[config.mk]
export PLATFORM = sky130hd
export DESIGN_NAME = periph_axi_master_flat
export DESIGN_NICKNAME = d
export VERILOG_FILES = /design/src/rtl/periph_axi_pkg.sv /design/src/rtl/periph_axi_master_if.sv /design/src/rtl/periph_axi_master.sv /design/src/flat_wrapper.sv
export SDC_FILE = /design/constraint.sdc
export NUM_CORES = 1
export LEC_CHECK = 0
export CORE_ASPECT_RATIO = 1.75
export CORE_MARGIN = 4
export CORE_UTILIZATION = 42
export DETAILED_ROUTE_END_ITERATION = 8
export PLACE_DENSITY = 0.95
export SLEW_MARGIN = 20
export SYNTH_ARGS = -nofsm -noshare
export SYNTH_HDL_FRONTEND = slang
export SYNTH_SLANG_ARGS = --single-unit
[constraint.sdc]
create_clock -name Clk -period 2.95 [get_ports Clk]
set_clock_uncertainty 0.1 [all_clocks]
set_input_delay 0.295 -clock Clk [delete_from_list [all_inputs] [get_ports Clk]]
set_output_delay 0.295 -clock Clk [all_outputs]
set_load 0.02 [all_outputs]
[src/rtl/periph_axi_pkg.sv]
// -----------------------------------------------------------------------------
// periph_axi_pkg
// Shared types and constants for the peripheral AXI4-Lite master.
//   state_t        : FSM state encoding (3 bits)
//   RESP_*         : AXI response codes
//   resp_is_error  : true for any response other than OKAY
// -----------------------------------------------------------------------------
package periph_axi_pkg;

    typedef enum logic [2:0] {
        IDLE    = 3'd0,
        WR_REQ  = 3'd1,
        WR_RESP = 3'd2,
        RD_REQ  = 3'd3,
        RD_DATA = 3'd4
    } state_t;

    localparam logic [1:0] RESP_OKAY   = 2'b00;
    localparam logic [1:0] RESP_EXOKAY = 2'b01;
    localparam logic [1:0] RESP_SLVERR = 2'b10;
    localparam logic [1:0] RESP_DECERR = 2'b11;

    // EXOKAY is meaningless for a non-exclusive access, so it is reported
    // as an error along with SLVERR and DECERR.
    function automatic logic resp_is_error(input logic [1:0] resp);
        return resp inside {RESP_EXOKAY, RESP_SLVERR, RESP_DECERR};
    endfunction

endpackage

[src/rtl/periph_axi_master_if.sv]
// -----------------------------------------------------------------------------
// periph_axi_master_if
// AXI4-Lite bus bundle between the peripheral master and the interconnect.
//   AW : M_AWADDR, M_AWPROT, M_AWVALID, M_AWREADY
//   W  : M_WDATA, M_WSTRB, M_WVALID, M_WREADY
//   B  : M_BRESP, M_BVALID, M_BREADY
//   AR : M_ARADDR, M_ARPROT, M_ARVALID, M_ARREADY
//   R  : M_RDATA, M_RRESP, M_RVALID, M_RREADY
// Modports: master (drives requests) and slave (drives responses).
// -----------------------------------------------------------------------------
interface periph_axi_master_if #(
    parameter int ADDR_W = 32,
    parameter int DATA_W = 32
);
    logic [ADDR_W-1:0] M_AWADDR;
    logic [2:0]        M_AWPROT;
    logic              M_AWVALID;
    logic              M_AWREADY;

    logic [DATA_W-1:0] M_WDATA;
    logic [3:0]        M_WSTRB;
    logic              M_WVALID;
    logic              M_WREADY;

    logic [1:0]        M_BRESP;
    logic              M_BVALID;
    logic              M_BREADY;

    logic [ADDR_W-1:0] M_ARADDR;
    logic [2:0]        M_ARPROT;
    logic              M_ARVALID;
    logic              M_ARREADY;

    logic [DATA_W-1:0] M_RDATA;
    logic [1:0]        M_RRESP;
    logic              M_RVALID;
    logic              M_RREADY;

    modport master (
        output M_AWADDR, M_AWPROT, M_AWVALID,
        input  M_AWREADY,
        output M_WDATA, M_WSTRB, M_WVALID,
        input  M_WREADY,
        input  M_BRESP, M_BVALID,
        output M_BREADY,
        output M_ARADDR, M_ARPROT, M_ARVALID,
        input  M_ARREADY,
        input  M_RDATA, M_RRESP, M_RVALID,
        output M_RREADY
    );

    modport slave (
        input  M_AWADDR, M_AWPROT, M_AWVALID,
        output M_AWREADY,
        input  M_WDATA, M_WSTRB, M_WVALID,
        output M_WREADY,
        output M_BRESP, M_BVALID,
        input  M_BREADY,
        input  M_ARADDR, M_ARPROT, M_ARVALID,
        output M_ARREADY,
        output M_RDATA, M_RRESP, M_RVALID,
        input  M_RREADY
    );
endinterface

[src/rtl/periph_axi_master.sv]
// -----------------------------------------------------------------------------
// periph_axi_master
// Single-beat AXI4-Lite master for peripheral loads/stores. A start level in
// IDLE launches one transaction; the request operands are captured at launch
// and the bus is driven only from those registers. Completion is reported by
// a registered one-cycle pulse with an error flag.
// Ports:
//   Clk, Rst                      : clock, synchronous active-high reset
//   StartAXIRead, StartAXIWrite   : request levels (write wins if both high)
//   Addr, WData, WStrb            : request operands, sampled at launch
//   ReadCompleted, WriteCompleted : one-cycle completion pulses
//   RData                         : last read data, held until next read
//   Error                         : response was not OKAY (completion cycle only)
//   m_axi                         : AXI4-Lite master bus
// -----------------------------------------------------------------------------
module periph_axi_master
    import periph_axi_pkg::*;
#(
    parameter int ADDR_W = 32,
    parameter int DATA_W = 32
) (
    input  logic              Clk,
    input  logic              Rst,
    input  logic              StartAXIRead,
    input  logic              StartAXIWrite,
    input  logic [ADDR_W-1:0] Addr,
    input  logic [DATA_W-1:0] WData,
    input  logic [3:0]        WStrb,
    output logic              ReadCompleted,
    output logic              WriteCompleted,
    output logic [DATA_W-1:0] RData,
    output logic              Error,
    periph_axi_master_if.master m_axi
);

    state_t            state_reg, state_next;
    logic              aw_done_reg, aw_done_next;
    logic              w_done_reg, w_done_next;
    logic [ADDR_W-1:0] addr_reg, addr_next;
    logic [DATA_W-1:0] wdata_reg, wdata_next;
    logic [3:0]        wstrb_reg, wstrb_next;
    logic [DATA_W-1:0] rdata_reg, rdata_next;
    logic              read_completed_reg, read_completed_next;
    logic              write_completed_reg, write_completed_next;
    logic              error_reg, error_next;

    // Handshake controls decode straight from registered state, so a VALID
    // can only fall on the edge that completes its own handshake.
    logic aw_valid, w_valid, ar_valid, b_ready, r_ready;
    assign aw_valid = (state_reg == WR_REQ) && !aw_done_reg;
    assign w_valid  = (state_reg == WR_REQ) && !w_done_reg;
    assign b_ready  = (state_reg == WR_RESP);
    assign ar_valid = (state_reg == RD_REQ);
    assign r_ready  = (state_reg == RD_DATA);

    always_ff @(posedge Clk) begin
        if (Rst) begin
            state_reg           <= IDLE;
            aw_done_reg         <= 1'b0;
            w_done_reg          <= 1'b0;
            addr_reg            <= '0;
            wdata_reg           <= '0;
            wstrb_reg           <= '0;
            rdata_reg           <= '0;
            read_completed_reg  <= 1'b0;
            write_completed_reg <= 1'b0;
            error_reg           <= 1'b0;
        end else begin
            state_reg           <= state_next;
            aw_done_reg         <= aw_done_next;
            w_done_reg          <= w_done_next;
            addr_reg            <= addr_next;
            wdata_reg           <= wdata_next;
            wstrb_reg           <= wstrb_next;
            rdata_reg           <= rdata_next;
            read_completed_reg  <= read_completed_next;
            write_completed_reg <= write_completed_next;
            error_reg           <= error_next;
        end
    end

    always_comb begin
        state_next           = state_reg;
        aw_done_next         = aw_done_reg;
        w_done_next          = w_done_reg;
        addr_next            = addr_reg;
        wdata_next           = wdata_reg;
        wstrb_next           = wstrb_reg;
        rdata_next           = rdata_reg;
        read_completed_next  = 1'b0;
        write_completed_next = 1'b0;
        error_next           = 1'b0;

        case (state_reg)
            IDLE: begin
                // Starts are levels; they are only looked at here, so a start
                // still high while busy never produces a second transaction.
                if (StartAXIWrite) begin
                    state_next   = WR_REQ;
                    addr_next    = Addr;
                    wdata_next   = WData;
                    wstrb_next   = WStrb;
                    aw_done_next = 1'b0;
                    w_done_next  = 1'b0;
                end else if (StartAXIRead) begin
                    state_next = RD_REQ;
                    addr_next  = Addr;
                    wdata_next = WData;
                    wstrb_next = WStrb;
                end
            end
            WR_REQ: begin
                // AW and W complete independently, in either order or together.
                aw_done_next = aw_done_reg || (aw_valid && m_axi.M_AWREADY);
                w_done_next  = w_done_reg  || (w_valid  && m_axi.M_WREADY);
                if (aw_done_next && w_done_next) begin
                    state_next = WR_RESP;
                end
            end
            WR_RESP: begin
                if (m_axi.M_BVALID) begin
                    state_next           = IDLE;
                    write_completed_next = 1'b1;
                    error_next           = resp_is_error(m_axi.M_BRESP);
                end
            end
            RD_REQ: begin
                if (m_axi.M_ARREADY) begin
                    state_next = RD_DATA;
                end
            end
            RD_DATA: begin
                if (m_axi.M_RVALID) begin
                    state_next          = IDLE;
                    read_completed_next = 1'b1;
                    error_next          = resp_is_error(m_axi.M_RRESP);
                    rdata_next          = m_axi.M_RDATA;
                end
            end
            default: begin
                state_next = IDLE;
            end
        endcase
    end

    assign m_axi.M_AWADDR  = addr_reg;
    assign m_axi.M_AWPROT  = 3'b000;
    assign m_axi.M_AWVALID = aw_valid;
    assign m_axi.M_WDATA   = wdata_reg;
    assign m_axi.M_WSTRB   = wstrb_reg;
    assign m_axi.M_WVALID  = w_valid;
    assign m_axi.M_BREADY  = b_ready;
    assign m_axi.M_ARADDR  = addr_reg;
    assign m_axi.M_ARPROT  = 3'b000;
    assign m_axi.M_ARVALID = ar_valid;
    assign m_axi.M_RREADY  = r_ready;

    assign ReadCompleted  = read_completed_reg;
    assign WriteCompleted = write_completed_reg;
    assign RData          = rdata_reg;
    assign Error          = error_reg;

endmodule

[src/flat_wrapper.sv]
// flat-port wrapper written by rule: the top's interface ports become plain ports
module periph_axi_master_flat import periph_axi_pkg::*;
#(
    parameter int ADDR_W = 32,
    parameter int DATA_W = 32
)
  (Clk, Rst, StartAXIRead, StartAXIWrite, Addr, WData, WStrb, ReadCompleted, WriteCompleted, RData, Error, m_axi_M_AWADDR, m_axi_M_AWPROT, m_axi_M_AWVALID, m_axi_M_AWREADY, m_axi_M_WDATA, m_axi_M_WSTRB, m_axi_M_WVALID, m_axi_M_WREADY, m_axi_M_BRESP, m_axi_M_BVALID, m_axi_M_BREADY, m_axi_M_ARADDR, m_axi_M_ARPROT, m_axi_M_ARVALID, m_axi_M_ARREADY, m_axi_M_RDATA, m_axi_M_RRESP, m_axi_M_RVALID, m_axi_M_RREADY);
  periph_axi_master_if #(.ADDR_W(ADDR_W), .DATA_W(DATA_W)) m_axi_i ();
  input  logic Clk;
  input  logic Rst;
  input  logic StartAXIRead;
  input  logic StartAXIWrite;
  input  logic [ADDR_W-1:0] Addr;
  input  logic [DATA_W-1:0] WData;
  input  logic [3:0] WStrb;
  output logic ReadCompleted;
  output logic WriteCompleted;
  output logic [DATA_W-1:0] RData;
  output logic Error;
  output wire logic [$bits(m_axi_i.M_AWADDR)-1:0] m_axi_M_AWADDR;
  output wire logic [$bits(m_axi_i.M_AWPROT)-1:0] m_axi_M_AWPROT;
  output wire logic [$bits(m_axi_i.M_AWVALID)-1:0] m_axi_M_AWVALID;
  input wire logic [$bits(m_axi_i.M_AWREADY)-1:0] m_axi_M_AWREADY;
  output wire logic [$bits(m_axi_i.M_WDATA)-1:0] m_axi_M_WDATA;
  output wire logic [$bits(m_axi_i.M_WSTRB)-1:0] m_axi_M_WSTRB;
  output wire logic [$bits(m_axi_i.M_WVALID)-1:0] m_axi_M_WVALID;
  input wire logic [$bits(m_axi_i.M_WREADY)-1:0] m_axi_M_WREADY;
  input wire logic [$bits(m_axi_i.M_BRESP)-1:0] m_axi_M_BRESP;
  input wire logic [$bits(m_axi_i.M_BVALID)-1:0] m_axi_M_BVALID;
  output wire logic [$bits(m_axi_i.M_BREADY)-1:0] m_axi_M_BREADY;
  output wire logic [$bits(m_axi_i.M_ARADDR)-1:0] m_axi_M_ARADDR;
  output wire logic [$bits(m_axi_i.M_ARPROT)-1:0] m_axi_M_ARPROT;
  output wire logic [$bits(m_axi_i.M_ARVALID)-1:0] m_axi_M_ARVALID;
  input wire logic [$bits(m_axi_i.M_ARREADY)-1:0] m_axi_M_ARREADY;
  input wire logic [$bits(m_axi_i.M_RDATA)-1:0] m_axi_M_RDATA;
  input wire logic [$bits(m_axi_i.M_RRESP)-1:0] m_axi_M_RRESP;
  input wire logic [$bits(m_axi_i.M_RVALID)-1:0] m_axi_M_RVALID;
  output wire logic [$bits(m_axi_i.M_RREADY)-1:0] m_axi_M_RREADY;
  assign m_axi_M_AWADDR = m_axi_i.M_AWADDR;
  assign m_axi_M_AWPROT = m_axi_i.M_AWPROT;
  assign m_axi_M_AWVALID = m_axi_i.M_AWVALID;
  assign m_axi_i.M_AWREADY = m_axi_M_AWREADY;
  assign m_axi_M_WDATA = m_axi_i.M_WDATA;
  assign m_axi_M_WSTRB = m_axi_i.M_WSTRB;
  assign m_axi_M_WVALID = m_axi_i.M_WVALID;
  assign m_axi_i.M_WREADY = m_axi_M_WREADY;
  assign m_axi_i.M_BRESP = m_axi_M_BRESP;
  assign m_axi_i.M_BVALID = m_axi_M_BVALID;
  assign m_axi_M_BREADY = m_axi_i.M_BREADY;
  assign m_axi_M_ARADDR = m_axi_i.M_ARADDR;
  assign m_axi_M_ARPROT = m_axi_i.M_ARPROT;
  assign m_axi_M_ARVALID = m_axi_i.M_ARVALID;
  assign m_axi_i.M_ARREADY = m_axi_M_ARREADY;
  assign m_axi_i.M_RDATA = m_axi_M_RDATA;
  assign m_axi_i.M_RRESP = m_axi_M_RRESP;
  assign m_axi_i.M_RVALID = m_axi_M_RVALID;
  assign m_axi_M_RREADY = m_axi_i.M_RREADY;
  periph_axi_master #(.ADDR_W(ADDR_W), .DATA_W(DATA_W)) u_core (.Clk(Clk), .Rst(Rst), .StartAXIRead(StartAXIRead), .StartAXIWrite(StartAXIWrite), .Addr(Addr), .WData(WData), .WStrb(WStrb), .ReadCompleted(ReadCompleted), .WriteCompleted(WriteCompleted), .RData(RData), .Error(Error), .m_axi(m_axi_i));
endmodule
==> results by group, run 1 <==
Die
  – Die area: 0.01330 sq mm
  – Starting density of the core: 43.07%
  – Die height: 149.6 microns
  – Row Count: 51
  – Die span in x: 88.90 microns
  – Core Footprint: 0.01117 sq mm
  – IO Pins: 259

Global routing
  – Vias in the first global route: 4843
  – Largest net degree at the start of global routing: 73
  – Total gr overflow: 0
  – Global-route wire length before repair: 24460 microns
  – Total GRT Usage: 23.51%
  – Antenna violations before repair: 0

Min path
  – Cell depth of the worst min-delay path: 2
  – Hold Path End: u_core.RData[31]
  – Hold WC Path Type: reg -> reg
  – Worst hold start: u_core.RData[31]

Critical path
  – Worst setup SP type: flop
  – Worst Setup End Kind: primary output
  – Reg2reg end: u_core.m_axi.M_ARADDR[7]
  – Crit path max fanout: 47
  – CP peak stage delay: 0.69 ns
  – Reg2reg setup slack: 0.54 ns
  – Crit path required time: 2.56 ns
  – Cells along the critical path: inv_2, nor3b_1, clkdlybuf4s50_1
  – Worst Path Arrival: 2.10 ns
  – Critical path's slowest cell: clkdlybuf4s50_1
  – Setup CP Type: reg -> out
  – R2R cell count: 4
  – Worst R2R Start: u_core.state_reg[1]

Power and ir drop
  – Final Total Pwr: 4.688 mW
  – Leakage power: 2.604 nW
  – PD cells: 638.1 mW/mm^2
  – Peak supply drop: 0.3713 mV

Synthesis
  – Predominant post-synthesis flop cell: dfxtp_1
  – Synth Instances: 557
  – Syn Std Cell Area: 0.004810 sq mm
  – Async SR Flop Fraction: 0%
  – Yosys warnings: 0
  – Average size of a mapped cell: 8.635 sq um
  – Yosys reg bits: 108
  – Cell accounting for the most synthesized area: dfxtp_1
  – Yosys top cell area share: 44.95%
  – Seq/Total Area, Yosys: 44.95%
  – Synth unique cells: 32
  – Post-synth EDFFs: 0
  – Top-count cell post-synth: dfxtp_1
  – Commonest cells in the netlist: dfxtp_1, a21oi_1, nand2_1, nand4_1, o31ai_1
  – Area contributors post-synth: dfxtp_1, a21oi_1, nand4_1

Place
  – # port buffers: 252
  – Placer congestion estimate: 0.8350
  – Placed cell areas: 0.007025 sq mm
  – Worst slack at placement: 0.5798 ns
  – Dpl cells: 850
  – Post-DP HPWL: 11790 microns

Clock tree
  – CTS H-tree depth: 3
  – Post-CTS Setup Bufs: 0
  – Clock Tree Root: clkbuf_16
  – CTS Sinks: 108
  – CTS tree: built
  – Number of buffers created by CTS: 9
  – Clk_lat worst skew: 0.34 ns
  – Post-cts sizing count: 0
  – Maximum root-to-sink buffer count: 2
  – CTS clk-pin slew, worst paths: 0.07 ns
  – Hold_buf cts: 0

Cells and area
  – Non-filler cells in the finished layout: 866
  – # fillers: 866
  – Fin util: 65.79%
  – Area Growth Syn to Fin: 52.76%
  – Post-layout instance area: 0.007347 sq mm
  – Layout cells sized above 1: 7.493%
  – Inserted Diodes: 0
  – Net count, final: 842

Routing
  – WL per Instance: 18.82 microns
  – Drt total wl: 16300 microns
  – Vias: 4923
  – Routed vias/inst: 5.685
  – DR iter-0 viols: 316
  – Final ANT Viol Nets: 0
  – Drt pass-1 iters: 5
  – Residual DRC count: 0

Timing
  – Hold_ws: 0.3567 ns
  – Max frequency: 0.4006 GHz
  – Tcrit/Tclk final: 84.63%
  – Slew Limit Fails: 0
  – Headroom to the max-slew limit: 36.40%
  – Slew @ Worst Pin: 0.9540 ns
  – Final Hold Fails: 0
  – Tmin final: 2.497 ns
  – Final worst slack: 0.4535 ns
  – RSZ-0062 raised after global routing: false
  – Final setup TNS: 0 ns
  – Setup violators final: 0

Run
  – Max-Cap Viols: 0

Outcome
  – Status: complete, no violations
layout by cell type (no fill, tap or decap), drive strengths merged:
cell type      Yosys  final
bufinv             0      2
clkdlybuf4s50      0    251
o211ai             2      2
o22ai              1      1
o31ai             68     68
nand2             68     68
nand3              3      3
nor2b              3      3
a31oi              1      1
dfxtp            108    108
and3               1      1
a32oi              1      1
or3b               1      1
clkinv             1      3
nand4             68     68
nor2               5      5
or2                2      2
inv                1      4
a21oi            103    103
o211a              1      1
clkbuf            38      9
nor3b              5      5
buf               68     11
conb               1      6
nand4bb            1      1
o21ai              3      3
mux2i              2      2
nor4bb             1      1
kinds of logic (layout without fill, tap and decap cells):
group	Yosys count	after routing	synth area share, %
flops	108	108	44.95
buf+inv	108	280	12.77
compound gates	180	180	24.69
simple gates	158	158	17.09
mux	2	2	0.4162
other cells	1	6	0.07797
worst max-delay path by stage:
stage                               endpoint                 from  slack (ns)
global placement    u_core.m_axi.M_ARADDR[4]  u_core.state_reg[1]        0.73
floorplan                       u_core.Error  u_core.state_reg[0]        1.27
global route                 m_axi_M_ARVALID  u_core.state_reg[0]        0.25
finish                       m_axi_M_ARVALID  u_core.state_reg[0]        0.45
CTS                          m_axi_M_ARVALID  u_core.state_reg[0]        0.41
detailed placement  u_core.m_axi.M_ARADDR[7]  u_core.state_reg[1]        0.58
power breakdown:
group          internal [mW]  switching [mW]  leakage (nW)  total [mW]
Clock                  0.749           0.545         0.160        1.29
Combinational          0.708           0.896          1.56        1.60
Sequential              1.62           0.171         0.883        1.79
Total                   3.08            1.61          2.60        4.69
routing by layer:
metal  routed length [microns]  global-route usage, %
met5                         0                      0
met4                       612                  11.12
met3                      1374                  6.722
met2                      8540                  40.77
met1                      5769                  25.62
cell type report:
cell class	count	area (sq um)	share of cell area, %
repair buffers	262	2608	35.49
flip-flops and latches	108	2166	29.48
multi-input cells	346	2079	28.30
clock buffers	9	225.2	3.065
well taps	132	165.2	2.248
clock inverters	7	96.34	1.311
inverters	2	7.507	0.1022
critical path: cells and delay by family, from the launching register on:
kind,cells,cell delay (ns)
buf+inv,2,0.76
flops,1,0.66
simple gates,1,0.32
No activity file was read; power rests on OpenSTA's default activity.
==> run 2, diff against run 1 <==
--- a/config.mk
+++ b/config.mk
@@ -7,9 +7,9 @@
 export LEC_CHECK = 0
 export CORE_ASPECT_RATIO = 1.75
 export CORE_MARGIN = 4
-export CORE_UTILIZATION = 42
+export CORE_UTILIZATION = 36
 export DETAILED_ROUTE_END_ITERATION = 8
-export PLACE_DENSITY = 0.95
+export PLACE_DENSITY = 0.89
 export SLEW_MARGIN = 20
 export SYNTH_ARGS = -nofsm -noshare
 export SYNTH_HDL_FRONTEND = slang
==> constraint.sdc (replaced) <==
create_clock -name Clk -period 2.04 [get_ports Clk]
set_clock_uncertainty 0.1 [all_clocks]
set_input_delay 0.204 -clock Clk [delete_from_list [all_inputs] [get_ports Clk]]
set_output_delay 0.204 -clock Clk [all_outputs]
set_load 0.02 [all_outputs]
==> run 2 against run 1 <==
Compared with the run above: combinational power up 50%; register-to-register slack got worse by 0.30 ns; design area rose by 1.6%; sequential share of layout area is 0.39 points lower; cell count rose by 5.0%; critical endpoint is now m_axi_M_BREADY; sequential power grew 41%; flip-flop and latch count did not move; setup slack worse by 0.22 ns; total power up 42%; count of clock-buffer cells in the layout is the same; via count decreased by 2.0%.
==> results by group, run 2 (same netlist as run 1, synthesis figures left out) <==
Outcome
  – Status: complete, no violations

Critical path
  – Worst Path Arrival: 1.50 ns (-0.60 ns)
  – Reg2reg end: u_core.m_axi.M_ARADDR[6]
  – Worst Setup End Kind: primary output
  – Reg2reg setup slack: 0.24 ns (-0.30 ns)
  – R2R cell count: 3 (-1)
  – Worst R2R Start: u_core.state_reg[2]
  – Crit path required time: 1.74 ns (-0.82 ns)
  – Crit path max fanout: 12 (-74%)
  – Worst setup SP type: flop
  – Setup CP Type: reg -> out

Timing
  – Slew Limit Fails: 0 (unchanged)
  – Tmin final: 1.803 ns
  – Headroom to the max-slew limit: 36.73% (+0.34 points)
  – Max frequency: 0.5547 GHz
  – Final Hold Fails: 0 (unchanged)
  – Hold_ws: 0.1551 ns (-0.2016 ns)
  – Setup violators final: 0 (unchanged)
  – RSZ-0062 raised after global routing: false
  – Tcrit/Tclk final: 88.37%
  – Slew @ Worst Pin: 0.9490 ns (-0.005059 ns)
  – Final setup TNS: 0 ns (unchanged)

Clock tree
  – Clock Tree Root: clkbuf_16
  – CTS clk-pin slew, worst paths: 0.08 ns (about the same)
  – CTS tree: built
  – Number of buffers created by CTS: 9 (unchanged)
  – CTS H-tree depth: 3 (unchanged)
  – Post-CTS Setup Bufs: 0 (unchanged)
  – Maximum root-to-sink buffer count: 2 (unchanged)
  – Clk_lat worst skew: 0.34 ns (about the same)
  – CTS Sinks: 108 (unchanged)

Power and ir drop
  – Switching share of total power: 35.93% (+1.5 points)
  – P_int: 4.257 mW (+38%)
  – Final Total Pwr: 6.645 mW (+42%)
  – PD cells: 890.3 mW/mm^2 (+40%)
  – Clock power share: 25.8% (-1.8 points)
  – Leakage power: 2.655 nW (+2.0%)
  – Reg power frac: 38.1% (about the same)
  – Combinational Power Share: 36.1% (+1.9 points)
  – Peak supply drop: 0.4287 mV (+15%)
  – P_sw: 2.387 mW (+48%)

Place
  – # port buffers: 252 (unchanged)
  – Post-DP HPWL: 11570 microns (-1.9%)
  – Placer congestion estimate: 0.8120 (-2.8%)

Die
  – Die span in x: 95.38 microns (+7.3%)
  – IO Pins: 259 (unchanged)
  – Core Footprint: 0.01301 sq mm (+16%)
  – Starting density of the core: 36.98% (-6.1 points)
  – Row Count: 55 (+7.8%)
  – Die height: 160.9 microns (+7.6%)
  – Die area: 0.01535 sq mm (+15%)

Routing
  – Vias: 4827 (-2.0%)
  – Routed vias/inst: 5.310 (-6.6%)
  – Drt pass-1 iters: 4 (-1)
  – WL per Instance: 17.78 microns (-5.5%)
  – Residual DRC count: 0 (unchanged)
  – Final ANT Viol Nets: 0 (unchanged)
  – DR iter-0 viols: 274 (-13%)
  – Drt total wl: 16170 microns (-0.80%)

Min path
  – Hold WC Path Type: in -> reg
  – Cell depth of the worst min-delay path: 2 (unchanged)
  – Worst hold start: Rst
  – Hold Path End: u_core.m_axi.M_WDATA[5]

Cells and area
  – # fillers: 1115 (+29%)
  – Net count, final: 846 (+0.48%)
  – Area Growth Syn to Fin: 55.18%
  – Commonest non-fill, non-tap cells in the layout: clkdlybuf4s50_1, dfxtp_1, a21oi_1, nand2_1, nand4_1
  – Area occupied by multi-input gates: 0.002082 sq mm (+0.12%)
  – Layout cells sized above 1: 8.266% (+0.77 points)
  – Commonest non-fill, non-tap cell in the layout: clkdlybuf4s50_1
  – Inserted Diodes: 0 (unchanged)
  – Register area: 0.002171 sq mm (+0.23%)

Global routing
  – Global-route wire length before repair: 25350 microns (+3.6%)
  – Total gr overflow: 0 (unchanged)
  – Total GRT Usage: 20.78% (-2.7 points)
  – Largest net degree at the start of global routing: 73 (unchanged)
  – Vias in the first global route: 4864 (+0.43%)
  – Antenna violations before repair: 1 (+1)

Run
  – Max-Cap Viols: 0 (unchanged)
==> run 2: what timing repair did <==
item                                    4_1_cts  5_1_grt
hold endpoints to repair                      0        0
resized for setup                             7        1
endpoints found under the setup margin        5        1
gates cloned                                  0        0
hold buffers                                  0        0
==> run 2: stage by stage <==
step                utilization [%]  cell area [sq um]  instances  setup slack, ns
finish                        57.38               7463        909           0.2373
global route                  57.38               7463        909           0.1137
CTS                           57.36               7461        909          0.02964
detailed placement            55.12               7169        893          0.09719
global placement              55.12               7169        893           0.1604
floorplan                         -               4828        562           0.3562
==> run 2: layer usage <==
metal	vias to the layer above	wire length, microns	track usage, %
met2	206	8570	36.91
met4	2	596	9.003
met1	2247	5839	22.88
met3	41	1147	5.061
li1	2331	-	-
met5	-	12	0
==> run 2: power groups by stage <==
stage	Sequential [mW]	Combinational, mW	Clock, mW
after floorplan	2.78	1.25	0
after global placement	2.57	2.39	0
after detailed placement	2.58	2.42	0
after CTS	2.54	2.42	1.77
after global routing	2.57	2.58	1.85
final	2.53	2.40	1.71
==> run 2: critical path, cell delays in order, from the launching register on <==
cell and delay (ns):
dfxtp_4 0.42, nor3b_1 0.24, buf_4 0.16, dlygate4sd2_1 0.34
==> run 2: layout make-up <==
cell class | count | share of cell area (%)
Sequential cell | 108 | 29.09
Clock buffer | 9 | 3.018
Timing Repair Buffer | 266 | 36.14
Tap cell | 171 | 2.867
Clock inverter | 7 | 0.8885
Inverter | 2 | 0.1006
Multi-Input combinational cell | 346 | 27.90
==> run 2: worst max-delay path by stage <==
| stage | startpoint | end | cells past startpoint |
|---|---|---|---|
| after floorplan | u_core.state_reg[0] | u_core.Error | 5 |
| after global placement | u_core.state_reg[1] | u_core.m_axi.M_WDATA[30] | 3 |
| after detailed placement | u_core.state_reg[1] | u_core.m_axi.M_ARADDR[6] | 3 |
| after CTS | u_core.state_reg[2] | m_axi_M_WVALID | 4 |
| after global routing | u_core.state_reg[2] | u_core.m_axi.M_ARADDR[6] | 3 |
| final | u_core.state_reg[1] | m_axi_M_BREADY | 3 |
==> run 3, diff against run 2 <==
--- a/config.mk
+++ b/config.mk
@@ -10,6 +10,8 @@
 export CORE_UTILIZATION = 36
 export DETAILED_ROUTE_END_ITERATION = 8
 export PLACE_DENSITY = 0.89
+export RECOVER_POWER = 100
+export SKIP_LAST_GASP = 1
 export SLEW_MARGIN = 20
 export SYNTH_ARGS = -nofsm -noshare
 export SYNTH_HDL_FRONTEND = slang
==> constraint.sdc (replaced) <==
create_clock -name Clk -period 1.6 [get_ports Clk]
set_clock_uncertainty 0.1 [all_clocks]
set_input_delay 0.16 -clock Clk [delete_from_list [all_inputs] [get_ports Clk]]
set_output_delay 0.16 -clock Clk [all_outputs]
set_load 0.02 [all_outputs]
==> run 3 against run 2 <==
Compared with the run above: critical path depth is 2 lower; hold slack worse by 0.062 ns; critical endpoint is now RData[13]; via count is 5.0% higher; setup slack worse by 0.21 ns; register-to-register slack worse by 0.21 ns; first-iteration DRC count is 0.73% higher; wire length is 9.3% higher; cell count is 2.0% higher.
==> results by group, run 3 (same netlist as run 1, synthesis figures left out) <==
Timing
  – Tcrit/Tclk final: 98.54%
  – Final Hold Fails: 0 (unchanged)
  – RSZ-0062 raised after global routing: true
  – Setup violators final: 0 (unchanged)
  – Hold_ws: 0.09356 ns (-0.06158 ns)
  – Final setup TNS: 0 ns (unchanged)
  – Tmin final: 1.577 ns
  – Max frequency: 0.6343 GHz
  – Slew Limit Fails: 0 (unchanged)
  – Slew @ Worst Pin: 0.5653 ns (-0.3836 ns)
  – Headroom to the max-slew limit: 62.31% (+26 points)

Critical path
  – Crit path required time: 1.34 ns (-0.40 ns)
  – CP peak stage delay: 0.62 ns (+0.20 ns)
  – Cells along the critical path: clkdlybuf4s50_1
  – R2R cell count: 4 (+1)
  – Critical path's slowest cell: clkdlybuf4s50_1
  – Worst R2R Start: u_core.state_reg[2]
  – Worst Setup End Kind: primary output
  – Worst setup SP type: flop
  – Setup CP Type: reg -> out
  – Reg2reg end: u_core.m_axi.M_WDATA[18]
  – Bufs and invs on worst path: 1 (-1)
  – Crit path max fanout: 2 (-10)
  – Worst Path Arrival: 1.32 ns (-0.18 ns)
  – Reg2reg setup slack: 0.03 ns (-0.21 ns)
  – Critical path's top delay family: buffers and inverters

Die
  – Die span in x: 95.38 microns (unchanged)
  – Row Count: 55 (unchanged)
  – Die height: 160.9 microns (unchanged)
  – Die area: 0.01535 sq mm (unchanged)
  – Starting density of the core: 36.98% (unchanged)
  – Core Footprint: 0.01301 sq mm (unchanged)
  – IO Pins: 259 (unchanged)

Global routing
  – GR Util met2: 39.30% (+2.4 points)
  – Total GRT Usage: 21.92% (+1.1 points)
  – Total gr overflow: 0 (unchanged)
  – Global-route wire length before repair: 26740 microns (+5.5%)
  – GR peak layer: met2
  – Vias in the first global route: 5058 (+4.0%)
  – Met3 global-route usage: 5.295% (+0.23 points)
  – Largest net degree at the start of global routing: 73 (unchanged)
  – Antenna violations before repair: 0 (-1)
  – Met1 usage in global routing: 24.14% (+1.3 points)

Outcome
  – Status: complete, no violations

Routing
  – Final ANT Viol Nets: 0 (unchanged)
  – WL per Instance: 19.06 microns (+7.2%)
  – DR iter-0 viols: 276 (+0.73%)
  – Residual DRC count: 0 (unchanged)
  – Drt total wl: 17670 microns (+9.3%)
  – Drt pass-1 iters: 5 (+1)
  – Routed vias/inst: 5.465 (+2.9%)
  – Vias: 5066 (+5.0%)

Cells and area
  – Commonest non-fill, non-tap cells in the layout: clkdlybuf4s50_1, dfxtp_1, a21oi_1, nand2_1, nand4_1
  – Post-layout instance area: 0.007287 sq mm (-2.4%)
  – Inserted Diodes: 0 (unchanged)
  – Area Growth Syn to Fin: 51.51%
  – Non-filler cells in the finished layout: 927 (+2.0%)
  – Layout cells sized above 1: 12.30% (+4.0 points)
  – Commonest non-fill, non-tap cell in the layout: clkdlybuf4s50_1
  – Net count, final: 864 (+2.1%)

Clock tree
  – Maximum root-to-sink buffer count: 2 (unchanged)
  – CTS clk-pin slew, worst paths: 0.08 ns (about the same)
  – Clk_lat worst skew: 0.34 ns (about the same)
  – Number of buffers created by CTS: 9 (unchanged)
  – CTS H-tree depth: 3 (unchanged)
  – Clock Tree Root: clkbuf_16
  – CTS Sinks: 108 (unchanged)
  – CTS tree: built

Min path
  – Cell depth of the worst min-delay path: 2 (unchanged)
  – Worst hold start: Rst
  – Hold WC Path Type: in -> reg
  – Hold Path End: u_core.ReadCompleted

Power and ir drop
  – P_int: 5.249 mW (+23%)
  – Leakage power: 2.824 nW (+6.3%)
  – Combinational Power Share: 35.4% (-0.7 points)
  – Final Total Pwr: 8.436 mW (+27%)
  – PD cells: 1158 mW/mm^2 (+30%)
  – Reg power frac: 38.1% (about the same)
  – Peak supply drop: 0.6258 mV (+46%)
  – P_sw: 3.187 mW (+34%)
  – Switching share of total power: 37.78% (+1.9 points)
  – Clock power share: 26.5% (+0.7 points)

Place
  – Post-DP HPWL: 12420 microns (+7.3%)
  – Dpl cells: 908 (+1.7%)
  – # port buffers: 252 (unchanged)
  – Placer congestion estimate: 0.8206 (+1.1%)
  – Placed cell areas: 0.007320 sq mm (+2.1%)

Run
  – Max-Cap Viols: 0 (unchanged)
## run 3: changes by cell type in the layout (fill, tap and decap cells not counted), moves of 4 or more
cell,previous run,this run
clkdlybuf4s50_1,246,139
clkbuf_1,0,55
dlygate4sd2_1,4,52
buf_4,9,20
o31ai_1,48,43
o31ai_2,20,25
buf_6,0,4
## run 3: power by group through the flow
stage	sequential (mW)	combinational [mW]	clock [mW]
floorplan	3.55	1.59	0
global placement	3.25	3.21	0
detailed placement	3.27	3.25	0
CTS	3.20	3.12	2.29
global route	3.25	3.19	2.40
finish	3.21	2.99	2.24
## run 3: cell type report
class	instances	area, sq um
Tap cell	171	214.0
Fill cell	1189	5719
Clock inverter	7	73.82
Timing Repair Buffer	284	2469
Multi-Input combinational cell	346	2130
Sequential cell	108	2168
Clock buffer	9	225.2
Inverter	2	7.507
## run 3: worst max path at each step
stage,startpoint,endpoint,slack [ns],depth (start not counted)
floorplan,u_core.state_reg[0],u_core.state_reg[2],0.008,4
global placement,u_core.state_reg[1],m_axi_M_ARVALID,-0.03,2
detailed placement,m_axi_M_RVALID,u_core.RData[27],-0.11,5
CTS,u_core.state_reg[1],m_axi_M_ARVALID,-0.03,2
global route,u_core.state_reg[2],u_core.m_axi.M_WDATA[12],-0.04,4
finish,u_core.RData[13],RData[13],0.02,1
## run 3: timing repair
item                                    CTS  global route
endpoints found under the setup margin   58           105
pin swaps                                 0             2
hold endpoints to repair                  0             0
hold buffers                              0             0
cloned                                    0             1
resized for setup                        70            70
setup buffers                             0             2
## run 3: through the flow
step | setup WS [ns] | utilization [%]
after CTS | -0.02734 | 58.07
after global routing | -0.03556 | 56.03
after global placement | -0.02708 | 56.28
after floorplan | 0.008267 | -
final | 0.02336 | 56.03
after detailed placement | -0.1059 | 56.28
## run 3: metal layers
layer,part of all wire (%),vias to the layer above
met5,0,-
met4,3.9,0
met3,7.4,52
met2,54,243
met1,35,2401
li1,-,2370
